`config.mk`:
```
export PLATFORM = sky130hd
export DESIGN_NAME = rr_coin_mux
export DESIGN_NICKNAME = d
export VERILOG_FILES = /design/src/rtl/rr_coin_mux.sv
export SDC_FILE = /design/constraint.sdc
export NUM_CORES = 1
export LEC_CHECK = 0
export CORE_UTILIZATION = 39
export CTS_CLUSTER_SIZE = 40
export DETAILED_ROUTE_END_ITERATION = 16
export PLACE_DENSITY = 0.84
export SLEW_MARGIN = 10
export SYNTH_ARGS = -nofsm -noshare
export SYNTH_HDL_FRONTEND = slang
export SYNTH_SLANG_ARGS = --single-unit
```
`constraint.sdc`:
```
create_clock -name clk -period 3.1 [get_ports clk]
set_clock_uncertainty 0.2 [all_clocks]
set_input_delay 0.62 -clock clk [delete_from_list [all_inputs] [get_ports clk]]
set_output_delay 0.62 -clock clk [all_outputs]
set_load 0.01 [all_outputs]
```
`src/rtl/rr_coin_mux.sv`:
```
// N-channel arbitrating coin mux: fixed-priority or round-robin grant with a registered valid/ready output stage.
// Optional build macro RR_COIN_MUX_FORCE_EN adds force_en/force_sel to pin selection to one channel.
module rr_coin_mux #(
  parameter  int CHANNELS = 4,
  parameter  int WIDTH    = 8,
  localparam int SELW     = $clog2(CHANNELS)
) (
  input  logic                      clk,
  input  logic                      rst_n,
  input  logic                      mode,
  input  logic [CHANNELS-1:0]       req,
  input  logic [CHANNELS*WIDTH-1:0] in_data,
`ifdef RR_COIN_MUX_FORCE_EN
  input  logic                      force_en,
  input  logic [SELW-1:0]           force_sel,
`endif
  output logic [CHANNELS-1:0]       gnt,
  output logic                      out_valid,
  input  logic                      out_ready,
  output logic [WIDTH-1:0]          out_data,
  output logic [SELW-1:0]           out_chan
);

  typedef enum logic {EMPTY, FULL} state_t;

  state_t            state_q;
  logic              outValid_q;
  logic [WIDTH-1:0]  outData_q;
  logic [SELW-1:0]   outChan_q;
  logic [SELW-1:0]   last_q;

  logic [SELW-1:0]   sel;
  logic              found;
  logic              forced;
  logic              load;
  logic              grant;
  logic [WIDTH-1:0]  selData_d;
  logic [SELW-1:0]   hiSel;
  logic              hiFound;
  logic [SELW-1:0]   loSel;
  logic              loFound;

  // Round-robin splits requests into those above the last grant and the rest;
  // the upper group wins, which gives the wrap-around search order.
  always_comb begin
    sel     = '0;
    found   = 1'b0;
    forced  = 1'b0;
    hiSel   = '0;
    hiFound = 1'b0;
    loSel   = '0;
    loFound = 1'b0;
    for (int i = CHANNELS - 1; i >= 0; i--) begin
      if (req[i]) begin
        loSel   = SELW'(i);
        loFound = 1'b1;
        if (i > int'(last_q)) begin
          hiSel   = SELW'(i);
          hiFound = 1'b1;
        end
      end
    end
    if (!mode) begin
      sel   = loSel;
      found = loFound;
    end else begin
      sel   = hiFound ? hiSel : loSel;
      found = hiFound | loFound;
    end
`ifdef RR_COIN_MUX_FORCE_EN
    if (force_en) begin
      forced = 1'b1;
      sel    = force_sel;
      found  = 1'b0;
      for (int i = 0; i < CHANNELS; i++) begin
        if (i == int'(force_sel) && req[i]) begin
          found = 1'b1;
        end
      end
    end
`endif
  end

  assign load      = ~outValid_q | out_ready;
  assign grant     = rst_n & load & found;
  assign selData_d = in_data[int'(sel)*WIDTH +: WIDTH];

  always_comb begin
    gnt = '0;
    if (grant) begin
      gnt[sel] = 1'b1;
    end
  end

  // A grant always loads the output register, so FULL with out_ready and a
  // pending request streams one item per clock without an idle gap.
  always_ff @(posedge clk) begin
    if (!rst_n) begin
      state_q    <= EMPTY;
      outValid_q <= 1'b0;
      outData_q  <= '0;
      outChan_q  <= '0;
      last_q     <= SELW'(CHANNELS - 1);
    end else begin
      if (grant && !forced) begin
        last_q <= sel;
      end
      case (state_q)
        EMPTY: begin
          if (grant) begin
            outData_q  <= selData_d;
            outChan_q  <= sel;
            outValid_q <= 1'b1;
            state_q    <= FULL;
          end
        end
        FULL: begin
          if (grant) begin
            outData_q <= selData_d;
            outChan_q <= sel;
          end else if (out_ready) begin
            outValid_q <= 1'b0;
            state_q    <= EMPTY;
          end
        end
        default: begin
          outValid_q <= 1'b0;
          state_q    <= EMPTY;
        end
      endcase
    end
  end

  assign out_valid = outValid_q;
  assign out_data  = outData_q;
  assign out_chan  = outChan_q;

endmodule

```
==> run metrics <==
EDFF count, synth=0; Period minus WS final=3033 ps; Cell Chain, Critical Path=clkdlybuf4s50_1 > nand2b_1 > a21oi_1 > o21ai_2 > nand2_4 > nor4_1 > dlygate4sd2_1; Power Total=567.4 µW; worst path required time=2280 ps; core area=2022 µm²; actual slew at the worst max-slew pin=330.0 ps; final setup vio count=0; cell area after placement=1515 µm²; Critical-path top delay cell=clkdlybuf4s50_1; Final Hold Fails=0; Yosys top cell by area=dfxtp_1; total nets after synthesis=136; Initial Util=42.95%; cts bufs inserted=3; Die H=49.19 µm; final instance area=1559 µm²; Worst setup SP type=input pin; antenna-violating nets left=0; Starting DRT DRC Count=15; RSZ-0062 raised after global routing=false; fillers=143; Static Leakage=0.0006422 µW; vias in the first global route=959; layout cells sized above 1=20.61%; Clock Power Share=23.2%; Crit path max-delay family=buffers and inverters; Reg clk slew, reported paths=80 ps; post-layout util=77.10%; die area=2419 µm²; internal power=404.6 µW; Critical Path Fanout Max=3; pwr dens=363.9 nW/µm²; root buffer cell=clkbuf_4; Post-Syn Instances=96; Flop pwr share=37.9%; PnR worst setup slack=66.52 ps; kind of critical path=input pin to primary output; HPWL after DPL=2.108 mm; fin nets=206; Post-Syn Area=868.3 µm²; top cell type's share of synthesized area=32.28%; routed wire length=2.692 mm; Max-Cap Viols=0; synth top area cells=dfxtp_1, mux2i_1, o221ai_1; first-pass GRT wire length=4.250 mm; Mean Syn Cell Area=9.045 µm²; max-slew violations=0; crit end category=primary output; Slew HR=77.82%; CP Data Arrival Time=2210 ps; H-tree depth=1; area grow syn2layout=79.54%; Clock Tree Buf Depth=2; Hold WC Path Type=flop to flop; fmax=0.3297 GHz; CP bufs+invs=2; Die Span X=49.19 µm; number of top-level pins=55; worst vdd ir=0.0002578 V; Row Count=16; drt drc=0; top_reg_cell synth=dfxtp_1; largest net degree at the start of global routing=16; routed vias=1,003; n_diodes=0; WL/cell=14.02 µm; drt first pass iters=4; GRT Residual Overflow=0; Netlist cell types=33; switching power=162.7 µW; Synth warnings=0; CTS tree=built; clk_lat worst skew=270 ps; Sw Share=28.68%; Buffers on Ports=54; CP max stage delay=510 ps; Seq/Total Area, Yosys=32.28%; outcome=complete, no violations; Yosys reg bits=14; gr usage total=22.93%; Comb pwr share=38.9%; initial antenna violation count=0; via/cell ratio=5.224; routability congestion estimate=0.7678; clock sink count=14; period utilisation layout=97.85%; Post-synth ARST share=0%; Post-Place Worst Slack=-205.5 ps
[cells by family (layout without fill, tap and decap cells)]
logic type / Yosys count / after routing / synth area share, %
AO/OA/AOI/OAI: 31 / 31 / 27.81
buffers and inverters: 8 / 77 / 6.340
flip-flops: 14 / 14 / 32.28
multiplexers: 10 / 10 / 11.53
AND/OR/NAND/NOR: 33 / 33 / 22.05
[final timing paths]
path	start	to	slack [ps]	cells after the start
max	req[2]	gnt[0]	70	7
min	state_q	state_q	300	2
max reg2reg	last_q[1]	out_data[2]	1250	8
min reg2reg	state_q	state_q	300	2
[repair_timing]
item                                    4_1_cts  5_1_grt
buffers inserted                              1        0
endpoints found under the setup margin        4        1
pin swaps                                     0        0
hold buffers                                  0        0
resized for setup                             7        1
[layer usage]
metal	GRT usage [%]	routed length [µm]
met1	26.62	1115
met2	42.24	1461
met3	4.361	103
met4	5.882	12
met5	0	0
[worst min-delay path, delay by kind of cell (launching register included)]
| family | cells | cell delay (ps) |
|---|---|---|
| flops | 1 | 330 |
| simple gates | 1 | 60 |
| compound gates | 1 | 70 |
[power by group through the flow]
stage	clock network, µW	registers, µW	logic [µW]
2_1_floorplan	0	225	90.5
4_1_cts	135	215	222
3_5_place_dp	0	218	221
6_report	132	215	221
5_1_grt	147	218	235
3_3_place_gp	0	217	217
[cell usage after synthesis (2+ instances only)]
master	n
o221ai_1	6
a221oi_2	2
inv_1	2
buf_6	3
nor2_1	6
nand2_1	5
o21ai_0	4
a21oi_1	4
nand3_1	7
nor2b_1	5
o211ai_1	6
mux2i_1	10
buf_2	2
dfxtp_1	14
nand2_2	2
[metrics by stage]
step | setup TNS (ps) | instances | hold slack [ps]
global route | 0 | 192 | 323.1
CTS | 0 | 192 | 296.9
finish | 0 | 192 | 295.5
floorplan | 0 | 96 | 257.2
global placement | -675.7 | 187 | 267.1
detailed placement | -767.4 | 187 | 283.9
[placed cells by master, fill, tap and decap left out, types with 2 or more instances in the layout]
master / Yosys / routed
nor2b_1: 5 / 3
nand2_1: 5 / 5
a221oi_2: 2 / 2
nor2b_2: 0 / 2
inv_1: 2 / 2
dfxtp_1: 14 / 14
dlygate4sd2_1: 0 / 4
nor2_1: 6 / 6
o21ai_0: 4 / 4
o221ai_1: 6 / 6
mux2i_1: 10 / 10
nand2_2: 2 / 2
clkbuf_4: 0 / 3
a21oi_1: 4 / 4
o211ai_1: 6 / 6
buf_4: 0 / 17
nand3_1: 7 / 7
clkdlybuf4s50_1: 0 / 49
[area by class of cell]
class	count	area, µm²	area share [%]
repair buffers	71	663.1	42.54
multi-input cells	74	538.0	34.51
flip-flops and latches	14	280.3	17.98
clock buffers	4	36.28	2.327
well taps	27	33.78	2.167
inverters	2	7.507	0.4815
[sequential cells by signal (all words and copies together), names as in the netlist]
register   count
out_data       8
last_q         2
out_chan       2
out_valid      1
state_q        1
(Power assumes the default switching activity.)
